**src/rtl/teras_pkg.sv**
```systemverilog
// Shared constants for the teras result buffer: Wishbone register offsets,
// STATUS bit positions and CTRL bit indices.
package teras_pkg;

  // Register select values, taken from wbs_adr_i[3:2]
  localparam logic [1:0] TERAS_RB_DATA   = 2'd0;  // 0x0, RO, pop head word
  localparam logic [1:0] TERAS_RB_STATUS = 2'd1;  // 0x4, RO
  localparam logic [1:0] TERAS_RB_CTRL   = 2'd2;  // 0x8, WO
  localparam logic [1:0] TERAS_RB_TOTAL  = 2'd3;  // 0xC, RO, accepted pushes

  // STATUS layout: {16'b0, underflow, 6'b0, full, empty, 2'b0, count[4:0]}
  localparam int TERAS_STS_UNDERFLOW = 15;
  localparam int TERAS_STS_FULL      = 8;
  localparam int TERAS_STS_EMPTY     = 7;
  localparam int TERAS_STS_CNT_W     = 5;

  // CTRL write bits
  localparam int TERAS_CTRL_FLUSH  = 0;
  localparam int TERAS_CTRL_CLR_UF = 1;

endpackage

```
**src/rtl/teras_sync_fifo.sv**
```systemverilog
// Power-of-two synchronous FIFO with wrapping pointers and a separate
// occupancy counter. Pushes into a full FIFO and pops from an empty one are
// ignored; a flush wins over a push or pop in the same cycle.
module teras_sync_fifo #(
  parameter  int DATA_W = 32,
  parameter  int DEPTH  = 8,
  localparam int AW     = $clog2(DEPTH),
  localparam int CNT_W  = AW + 1
) (
  input  logic              clk,
  input  logic              rst_n,
  input  logic              i_push,
  input  logic              i_pop,
  input  logic              i_flush,
  input  logic [DATA_W-1:0] i_data,
  output logic [DATA_W-1:0] o_data,
  output logic [CNT_W-1:0]  o_count,
  output logic              o_full,
  output logic              o_empty
);

  logic [DATA_W-1:0] r_mem [DEPTH];
  logic [AW-1:0]     r_wr_ptr;
  logic [AW-1:0]     r_rd_ptr;
  logic [CNT_W-1:0]  r_count;

  logic w_full;
  logic w_empty;
  logic w_push;
  logic w_pop;

  assign w_full  = (r_count == CNT_W'(DEPTH));
  assign w_empty = (r_count == '0);
  assign w_push  = i_push && !w_full  && !i_flush;
  assign w_pop   = i_pop  && !w_empty && !i_flush;

  // Storage write; the head word is read combinationally below
  // NOTE: the data array has no reset; count and pointers alone decide what is valid.
  always_ff @(posedge clk) begin
    if (w_push) begin
      r_mem[r_wr_ptr] <= i_data;
    end
  end

  // Pointer and occupancy update; pointers wrap naturally at DEPTH
  // NOTE: state registers use non-blocking assignments so every flop samples pre-edge values.
  always_ff @(posedge clk or negedge rst_n) begin
    if (!rst_n) begin
      r_wr_ptr <= '0;
      r_rd_ptr <= '0;
      r_count  <= '0;
    end else if (i_flush) begin
      r_wr_ptr <= '0;
      r_rd_ptr <= '0;
      r_count  <= '0;
    end else begin
      if (w_push) r_wr_ptr <= r_wr_ptr + AW'(1);
      if (w_pop)  r_rd_ptr <= r_rd_ptr + AW'(1);
      case ({w_push, w_pop})
        2'b10:   r_count <= r_count + CNT_W'(1);
        2'b01:   r_count <= r_count - CNT_W'(1);
        default: r_count <= r_count;
      endcase
    end
  end

  assign o_data  = r_mem[r_rd_ptr];
  assign o_count = r_count;
  assign o_full  = w_full;
  assign o_empty = w_empty;

endmodule

```
**src/rtl/teras_result_buffer.sv**
```systemverilog
// Captures teras result words via rts/rtr into a FIFO and exposes them to the
// management core through Wishbone registers: DATA pop, STATUS, CTRL, TOTAL.
module teras_result_buffer
  import teras_pkg::*;
#(
  parameter  int DATA_W = 32,
  parameter  int DEPTH  = 8,
  localparam int CNT_W  = $clog2(DEPTH) + 1
) (
  input  logic              clk,
  input  logic              rst_n,
  input  logic              rts_i,
  output logic              rtr_o,
  input  logic [DATA_W-1:0] data_i,
  input  logic              wbs_cyc_i,
  input  logic              wbs_stb_i,
  input  logic              wbs_we_i,
  input  logic [3:0]        wbs_sel_i,
  input  logic [3:0]        wbs_adr_i,
  input  logic [31:0]       wbs_dat_i,
  output logic [31:0]       wbs_dat_o,
  output logic              wbs_ack_o
);

  logic              r_ack;
  logic [31:0]       r_dat;
  logic [31:0]       r_total;
  logic              r_underflow;

  logic              w_req;
  logic              w_rd;
  logic              w_wr;
  logic [1:0]        w_sel;
  logic              w_flush;
  logic              w_clr_uf;
  logic              w_pop;
  logic              w_uf_set;
  logic              w_push_acc;
  logic [DATA_W-1:0] w_head;
  logic [CNT_W-1:0]  w_count;
  logic              w_full;
  logic              w_empty;
  logic [31:0]       w_status;
  logic [31:0]       w_rd_data;
  logic              w_unused;

  // Byte selects, low address bits and unused CTRL bits carry no meaning here
  assign w_unused = &{1'b0, wbs_sel_i, wbs_adr_i[1:0], wbs_dat_i[31:2]};

  // A request is taken only while ack is low, so accepts are two cycles apart
  assign w_req    = wbs_cyc_i && wbs_stb_i && !r_ack;
  assign w_rd     = w_req && !wbs_we_i;
  assign w_wr     = w_req &&  wbs_we_i;
  assign w_sel    = wbs_adr_i[3:2];
  assign w_flush  = w_wr && (w_sel == TERAS_RB_CTRL) && wbs_dat_i[TERAS_CTRL_FLUSH];
  assign w_clr_uf = w_wr && (w_sel == TERAS_RB_CTRL) && wbs_dat_i[TERAS_CTRL_CLR_UF];
  assign w_pop    = w_rd && (w_sel == TERAS_RB_DATA) && !w_empty;
  assign w_uf_set = w_rd && (w_sel == TERAS_RB_DATA) &&  w_empty;

  // rtr comes straight from the registered count, never from the bus
  assign rtr_o      = !w_full;
  assign w_push_acc = rts_i && rtr_o && !w_flush;

  teras_sync_fifo #(
    .DATA_W (DATA_W),
    .DEPTH  (DEPTH)
  ) u_fifo (
    .clk     (clk),
    .rst_n   (rst_n),
    .i_push  (rts_i),
    .i_pop   (w_pop),
    .i_flush (w_flush),
    .i_data  (data_i),
    .o_data  (w_head),
    .o_count (w_count),
    .o_full  (w_full),
    .o_empty (w_empty)
  );

  // STATUS word assembled from the current-cycle FIFO and sticky flag
  always_comb begin
    w_status                      = '0;
    w_status[TERAS_STS_UNDERFLOW] = r_underflow;
    w_status[TERAS_STS_FULL]      = w_full;
    w_status[TERAS_STS_EMPTY]     = w_empty;
    w_status[TERAS_STS_CNT_W-1:0] = TERAS_STS_CNT_W'(w_count);
  end

  // Read mux; CTRL and unmapped reads return zero
  // NOTE: the default assignment first keeps every path driven, so no latch is inferred.
  always_comb begin
    w_rd_data = '0;
    case (w_sel)
      TERAS_RB_DATA:   w_rd_data = w_empty ? 32'h0 : 32'(w_head);
      TERAS_RB_STATUS: w_rd_data = w_status;
      TERAS_RB_TOTAL:  w_rd_data = r_total;
      default:         w_rd_data = '0;
    endcase
  end

  // Wishbone ack and registered read data
  always_ff @(posedge clk or negedge rst_n) begin
    if (!rst_n) begin
      r_ack <= 1'b0;
      r_dat <= '0;
    end else begin
      r_ack <= w_req;
      if (w_rd)      r_dat <= w_rd_data;
      else if (w_wr) r_dat <= '0;
    end
  end

  // Running count of accepted results and sticky underflow (set beats clear)
  always_ff @(posedge clk or negedge rst_n) begin
    if (!rst_n) begin
      r_total     <= '0;
      r_underflow <= 1'b0;
    end else begin
      if (w_push_acc) r_total <= r_total + 32'd1;
      if (w_uf_set)       r_underflow <= 1'b1;
      else if (w_clr_uf)  r_underflow <= 1'b0;
    end
  end

  assign wbs_ack_o = r_ack;
  assign wbs_dat_o = r_dat;

endmodule

```
**config.mk**
```make
export PLATFORM = sky130hd
export DESIGN_NAME = teras_result_buffer
export DESIGN_NICKNAME = d
export VERILOG_FILES = /design/src/rtl/teras_pkg.sv /design/src/rtl/teras_sync_fifo.sv /design/src/rtl/teras_result_buffer.sv
export SDC_FILE = /design/constraint.sdc
export NUM_CORES = 1
export LEC_CHECK = 0
export BUFFER_PORTS_ARGS = -buffer_cell sky130_fd_sc_hd__buf_2
export CAP_MARGIN = 5
export CORE_MARGIN = 3
export CORE_UTILIZATION = 59
export CTS_CLUSTER_DIAMETER = 120
export CTS_CLUSTER_SIZE = 16
export DETAILED_ROUTE_END_ITERATION = 7
export PLACE_DENSITY_LB_ADDON = 0.2
export SLEW_MARGIN = 5
export SYNTH_ARGS = -nofsm -noshare
export SYNTH_HDL_FRONTEND = slang
export SYNTH_SLANG_ARGS = --single-unit
```
**constraint.sdc**
```tcl
create_clock -name clk -period 5.5 [get_ports clk]
set_input_delay 0.55 -clock clk [delete_from_list [all_inputs] [get_ports clk]]
set_output_delay 0.55 -clock clk [all_outputs]
set_load 0.03 [all_outputs]
```
## Word-level counts from Yosys, hierarchy flattened

Memories as Yosys holds them, arrays and structs flattened.
Index checks and enable logic that the tools add are counted.

| storage, ports and cells | value |
|---|---|
| flip-flop bits (word level) | 76 |
| bits in writable memories | 256 |
| input bits | 78 |
| output and inout bits | 34 |
| word-level logic and storage cells | 59 |
| memories | 1 |

Memories:

| name | depth | width | read ports | clocked after Yosys merged registers in | write ports | RTL line | text |
|---|---|---|---|---|---|---|---|
| u_fifo.r_mem | 8 | 32 | 1 | 0 | 1 | teras_sync_fifo.sv:22 | `logic [DATA_W-1:0] r_mem [DEPTH];` |

| operators by class | value |
|---|---|
| add/sub/neg operators | 5 |
| eq/ne operators | 6 |
| multiplexer cells | 14 |
| reductions and logical operators | 26 |

Operators with widths:

| cell | number |
|---|---|
| $mux 32 | 3 |
| $pmux 32 s3 | 1 |
| $add 32x1->32 const B | 1 |
| $logic_and 1x1->1 | 14 |
| $mux 3 | 4 |
| $pmux 4 s2 | 1 |
| $reduce_bool 2->1 | 4 |
| $add 3x1->3 const B | 2 |
| $eq 2x2->1 const B | 3 |
| $logic_not 1->1 | 5 |
| $add 4x1->4 const B | 1 |
| $eq 2x1->1 const B | 2 |
| $eq 4x4->1 const B | 1 |
| $logic_not 4->1 | 1 |
| $mux 1 | 4 |
| $mux 4 | 1 |
| $sub 4x1->4 const B | 1 |
| $reduce_bool 3->1 | 1 |
| $logic_not 2->1 | 1 |

## Longest topological paths before layout

| logic depth | value |
|---|---|
| depth after elaboration | 10 |
| gate-level depth with buffers | 15 |
| gate-level depth less buffers | 12 |

## By module

From an unflattened synthesis, not the netlist that was laid out.

| unflattened totals | value |
|---|---|
| cell total of the unflattened synthesis | 764 |
| area, all modules | 13,447.9 um^2 |

By module, submodules not included:

| module | times used | cells each | area an instance (um^2) | sequential area each (um^2) |
|---|---|---|---|---|
| teras_sync_fifo | 1 | 448 | 10,269.8 | 7,937.6 |
| teras_result_buffer | 1 | 316 | 3,178.0 | 1,651.6 |

## Least setup slack after synthesis

Ideal clock, no wire load.

| timing path | value |
|---|---|
| kind | reg2reg |
| start | reg r_ack (netlist: wbs_ack_o) |
| end | mem u_fifo.r_mem[0][0] (enable) |
| setup time | 0.501 ns |
| data arrival time | 4.244 ns |
| data required time | 4.999 ns |
| path slack | 0.755 ns |
| cell stages (with the launch flop) | 7 |
| path buffers | 1 |
| period minus slack after synthesis | 4.745 ns |
| cells stage by stage | dfrtp_1 -> nand4bb_1 -> nor2_2 -> nor2_8 -> inv_6 -> buf_6 -> nor4_1 |

| on the way | value |
|---|---|
| longest elaborated chain between the ends | 9 |

Ends and longest elaborated chain:

| item | RTL line | text |
|---|---|---|
| from (decl) | teras_result_buffer.sv:25 | `logic r_ack;` |
| from (signal assigned) | teras_result_buffer.sv:107 | `r_ack <= w_req;` |
| $logic_not 1->1 | teras_result_buffer.sv:51 | `assign w_req = wbs_cyc_i && wbs_stb_i && !r_ack;` |
| $logic_and 1x1->1 | teras_result_buffer.sv:51 |  |
| $logic_and 1x1->1 | teras_result_buffer.sv:53 | `assign w_wr = w_req && wbs_we_i;` |
| $logic_and 1x1->1 (2 in a row) | teras_result_buffer.sv:55 | `assign w_flush = w_wr && (w_sel == TERAS_RB_CTRL) && wbs_dat_i[TERAS_CTRL_FLUSH];` |
| $logic_not 1->1 | teras_sync_fifo.sv:34 | `assign w_push = i_push && !w_full && !i_flush;` |
| $logic_and 1x1->1 | teras_sync_fifo.sv:34 |  |
| $mux 1 | teras_sync_fifo.sv:40 | `if (w_push) begin` |
| $mux 1 (implied by the code) | teras_sync_fifo.sv:41 | `r_mem[r_wr_ptr] <= i_data;` |
| to (decl) | teras_sync_fifo.sv:22 |  |

Every way passes these cells.

## Worst setup path in the final report

| timing path | value |
|---|---|
| start | reg u_fifo.r_count[1] (netlist: u_fifo.o_count[1]) |
| end | reg u_fifo.r_count[3] (netlist: u_fifo.o_count[3]) |

| on the way | value |
|---|---|
| longest elaborated chain between the ends | 8 |
| elaborated cells on any way between the ends | 16 |
| classes of those cells | 2 x add/sub; 3 x eq/ne; 2 x mux; 9 x reduce/logical |

Ends and longest elaborated chain:

| item | RTL line | text |
|---|---|---|
| from (decl) | teras_sync_fifo.sv:25 | `logic [CNT_W-1:0] r_count;` |
| from (signal assigned) | teras_sync_fifo.sv:60 | `2'b10: r_count <= r_count + CNT_W'(1);` |
| from (signal assigned) | teras_sync_fifo.sv:61 | `2'b01: r_count <= r_count - CNT_W'(1);` |
| from (signal assigned) | teras_sync_fifo.sv:62 | `default: r_count <= r_count;` |
| $logic_not 4->1 | teras_sync_fifo.sv:33 | `assign w_empty = (r_count == '0);` |
| $logic_not 1->1 | teras_sync_fifo.sv:35, teras_result_buffer.sv:57 |  |
| $logic_and 1x1->1 | teras_result_buffer.sv:57 | `assign w_pop = w_rd && (w_sel == TERAS_RB_DATA) && !w_empty;` |
| $logic_and 1x1->1 (2 in a row) | teras_sync_fifo.sv:35 | `assign w_pop = i_pop && !w_empty && !i_flush;` |
| $eq 2x1->1 / $eq 2x2->1 (equally long branches) | teras_sync_fifo.sv:59 | `case ({w_push, w_pop})` |
| $pmux 4 s2 | teras_sync_fifo.sv:59 |  |
| $mux 4 | teras_sync_fifo.sv:52 | `end else if (i_flush) begin` |

Parallel ways exist; a longest one is shown, timed or not.
A chain may end at the register's enable or synchronous reset.

==> impl_summary.txt <==
----------------------------------------------------
[Outcome]
  Run status ... finished, final reports clean

[Worst setup path]
  CP Data Required Time ... around 6000 ps
  Maximum fanout along the worst path ... 36
  Kind of cell with the highest combined delay on the critical path ... simple AND/OR/NAND/NOR gates
  Kind of end point of the critical path ... flip-flop
  Critical path's largest stage delay ... 920 ps
  Ordered cell list for the critical path ... nor4_1 > or3_1 > inv_2 > ha_1 > ha_1 > a31o_2 > a211oi_1 > xnor2_1 > nor2_1
  Worst setup SP type ... flip-flop
  Slowest stage cell on the critical path ... sky130_fd_sc_hd__or3_1
  Sum of buffers and inverters on the critical path ... 1
  Worst path arrival time ... ~3900 ps
  Worst Setup Path Type ... flip-flop to flip-flop
  Critical Path Most Common Cell ... sky130_fd_sc_hd__ha_1

[Power]
  Sequential share of power ... between 50% and 60%
  NetSw ... about 1900 µW
  Fraction of power spent switching nets ... 28.6%
  Pint ... about 4600 µW
  Leakage power ... 0.00506 µW
  Clock network fraction of design power ... between 20 and 30%
  Largest voltage drop on the vdd net ... around 0.29 mV
  Comb power frac ... around 22%
  Power density over the cells ... 447 nW/µm²

[Yosys]
  Synth unique cells ... 44
  Flops & latches, synth ... 332
  Top_reg_cell synth ... sky130_fd_sc_hd__edfxtp_1
  EDFF count, synth ... approximately 260
  Seq/Total Area, Yosys ... around three quarters
  Count of warnings emitted by yosys ... 0
  Post-synthesis cell type with the largest combined area ... sky130_fd_sc_hd__edfxtp_1
  Top area cells in the synthesized netlist ... sky130_fd_sc_hd__edfxtp_1 59%, sky130_fd_sc_hd__dfrtp_1 15%, sky130_fd_sc_hd__mux4_2 11%
  Instance count of the mapped netlist ... 695
  Async set-or-reset flop fraction in the synthesized netlist ... around 23%
  Post-Synthesis Mean Instance Area ... ~19 µm²
  Post-synthesis instance area ... ~13,000 µm²
  Number of nets in the synthesized netlist ... 780
  Most frequent cell after synthesis ... sky130_fd_sc_hd__edfxtp_1
  Share of the synthesized area in the top cell type ... between 50% and 60%
  Leading post-synthesis cells by instance count ... 256 x sky130_fd_sc_hd__edfxtp_1, 76 x sky130_fd_sc_hd__dfrtp_1, 64 x sky130_fd_sc_hd__mux4_2

[Clock tree]
  TritonCTS clock tree ... yes
  Max Root-Sink Buffers ... 3
  Sink Count ... around 330
  Root Buffer Master ... sky130_fd_sc_hd__clkbuf_16
  # Post-CTS Setup Buffers ... 0
  Reg clk slew, reported paths ... 70 ps
  Post-CTS resize count ... 0
  Number of CTS-inserted buffers ... 24
  Clock insertion delay at the later pin of the skew report ... roughly 530 ps
  Post-CTS Hold Buffers ... 0
  Htree depth ... 1

[GRT]
  Initial antenna violation count ... 2
  Wire length of the first global-routing pass ... between 30,000 and 40,000 µm
  Largest net degree at the start of global routing ... 77
  Global Route Usage Sum ... between 20% and 30%
  Grt total ovfl ... 0
  Number of global-route vias before repair ... a little under 7,000

[Final layout]
  Final cell count without fillers ... around 1,100
  Area growth, synth to finish ... 11.1%
  N_diodes ... 0
  Area of all placed cells without fillers ... roughly 14,000 µm²
  Share of post-route cells with drive strength above 1 ... between 20% and 30%
  Core occupancy in the finished layout ... between 60% and 70%
  Nets@finish ... 861

[Routing]
  Remaining antenna violation count after routing ... 0
  Via density per instance ... 6.25
  Total via count in the routed design ... between 6,000 and 7,000
  Detailed-router iteration count before antenna repair ... 5
  Post-detailed-route wirelength per cell ... about 24 µm
  Final wirelength ... 25,300 µm
  Final routed DRC violation total ... 0
  Starting DRT DRC Count ... roughly 500

[Die]
  Number of placement rows ... 53
  Area inside the core boundary ... ~21,000 µm²
  Total die area ... between 20,000 and 25,000 µm²
  Initial core utilization ... 61.1%
  Number of primary I/O pins ... approximately 110
  Overall die height ... ~150 µm
  X dimension of the die ... 155 µm

[Place]
  RePlAce Congestion ... approximately 0.85
  Placed cells ... about 1,000
  Placed instance area ... between 10,000 and 15,000 µm²
  IO Port Bufs ... 75
  HPWL after detailed placement ... 15,000 µm

[STA]
  Slew Limit Headroom ... between 20% and 30%
  Achievable frequency ... a little under 300 MHz
  Final hold slack ... ~140 ps
  Number of pins exceeding their max-slew limit in the final report ... 0
  Sum Neg Setup Slack ... 0 ps
  RSZ-0062 raised after global routing ... no
  Final hold violation count ... 0
  Final setup fails ... 0
  Clock tree skew after final layout ... between 10 and 15 ps
  Final critical-path share of the clock period ... between 60% and 70%
  Shortest period the worst path allows ... ~3500 ps
  Slew of the pin with the lowest slew margin ... between 1000 and 1500 ps

[Min path]
  Class of the most critical hold timing path ... input pin to asynchronous set/reset pin

[Run]
  Number of max-cap violations ... 0

----------------------------------------------------
-- through the flow --
stage / setup slack, ps / total power (µW)
global route: 1770 / 6780
detailed placement: 1950 / 4880
floorplan: 755 / 4380
finish: 2040 / 6480
CTS: 2050 / 6550
global placement: 1950 / 4810
-- per-layer routing --
layer	routed length [µm]	global-route usage, %	vias to the layer above
li1	-	-	2933
met1	11000	33.0	3484
met2	12100	33.4	209
met3	1760	4.34	46
met4	480	5.34	4
met5	31	0	-
-- power by group through the flow --
stage / sequential [µW] / clock (µW) / combinational (µW)
after detailed placement: 3430 / 0 / 1450
after CTS: 3380 / 1710 / 1450
after global routing: 3420 / 1810 / 1540
final: 3370 / 1670 / 1430
after global placement: 3400 / 0 / 1410
after floorplan: 3320 / 0 / 1070
-- worst register-to-register path, stage by stage, from the launching register on --
cell	delay, ps
sky130_fd_sc_hd__dfrtp_1	470
sky130_fd_sc_hd__nor4_1	430
sky130_fd_sc_hd__or3_1	920
sky130_fd_sc_hd__inv_2	150
sky130_fd_sc_hd__ha_1	300
sky130_fd_sc_hd__ha_1	350
sky130_fd_sc_hd__a31o_2	250
sky130_fd_sc_hd__a211oi_1	270
sky130_fd_sc_hd__xnor2_1	150
sky130_fd_sc_hd__nor2_1	50
-- sequential cells by signal, indices dropped and copies added (netlist names) --
register,count
r_underflow,1
r_total,32
u_fifo.o_count,4
u_fifo.r_rd_ptr,3
u_fifo.r_wr_ptr,3
u_fifo.r_mem,256
wbs_ack_o,1
wbs_dat_o,32
-- cell usage in the layout, fill, tap and decap left out, types with 2 or more instances in the layout --
| cell type | netlist | final |
|---|---|---|
| sky130_fd_sc_hd__nand3_1 | 20 | 20 |
| sky130_fd_sc_hd__nor3_2 | 0 | 4 |
| sky130_fd_sc_hd__or2_2 | 3 | 3 |
| sky130_fd_sc_hd__o221ai_1 | 7 | 7 |
| sky130_fd_sc_hd__dfrtp_2 | 0 | 2 |
| sky130_fd_sc_hd__nor2_1 | 18 | 15 |
| sky130_fd_sc_hd__buf_2 | 9 | 74 |
| sky130_fd_sc_hd__inv_1 | 4 | 4 |
| sky130_fd_sc_hd__nor2_4 | 0 | 3 |
| sky130_fd_sc_hd__xor2_1 | 11 | 11 |
| sky130_fd_sc_hd__a21oi_1 | 6 | 6 |
| sky130_fd_sc_hd__clkbuf_16 | 0 | 26 |
| sky130_fd_sc_hd__edfxtp_1 | 256 | 256 |
| sky130_fd_sc_hd__dfrtp_1 | 76 | 73 |
| sky130_fd_sc_hd__and3_1 | 6 | 6 |
| sky130_fd_sc_hd__nand2b_1 | 2 | 2 |
| sky130_fd_sc_hd__a211oi_1 | 2 | 2 |
| sky130_fd_sc_hd__nor2_2 | 4 | 4 |
| sky130_fd_sc_hd__nand4_1 | 11 | 11 |
| sky130_fd_sc_hd__a22oi_1 | 25 | 25 |
| sky130_fd_sc_hd__mux4_2 | 64 | 64 |
| sky130_fd_sc_hd__clkbuf_1 | 21 | 18 |
| sky130_fd_sc_hd__o21ai_0 | 27 | 27 |
| sky130_fd_sc_hd__nand2_1 | 24 | 24 |
| sky130_fd_sc_hd__nor3_1 | 6 | 2 |
| sky130_fd_sc_hd__mux2i_1 | 38 | 38 |
| sky130_fd_sc_hd__buf_4 | 1 | 14 |
| sky130_fd_sc_hd__ha_1 | 7 | 7 |
| sky130_fd_sc_hd__xnor2_1 | 27 | 27 |
-- final cells by class --
class                           instances  area (µm²)
Sequential cell                       332        9600
Fill cell                            1361        6860
Multi-Input combinational cell        324        3330
Clock buffer                           44         718
Timing Repair Buffer                   88         475
Tap cell                              275         344
Inverter                                6        27.5
-- kinds of logic (layout without fill, tap and decap cells) --
family | count (synthesis) | after routing | share of synthesized area, %
DFF | 332 | 332 | 73.5
AOI/OAI and AO/OA | 70 | 70 | 3.47
xor gates and xnor gates | 38 | 38 | 2.55
buffers and inverters | 39 | 138 | 1.33
adders and majority gates | 7 | 7 | 0.671
and+or+nand+nor | 107 | 107 | 4.53
muxes | 102 | 102 | 14.0
-- path summary, 6_finish.rpt --
path | start | end | slack [ps] | cells past startpoint
worst max-delay path | u_fifo.o_count[1] | u_fifo.o_count[3] | 2040 | 9
worst min-delay path | rst_n | u_fifo.o_count[0] | 140 | 1
worst max register to register | u_fifo.o_count[1] | u_fifo.o_count[3] | 2040 | 9
worst min register to register | r_total[29] | r_total[29] | 500 | 1
max in group asynchronous | rst_n | u_fifo.r_rd_ptr[0] | 4660 | 1
min in group clk | data_i[26] | u_fifo.r_mem[1][26] | 290 | 1
No activity file was read; power rests on OpenSTA's default activity.
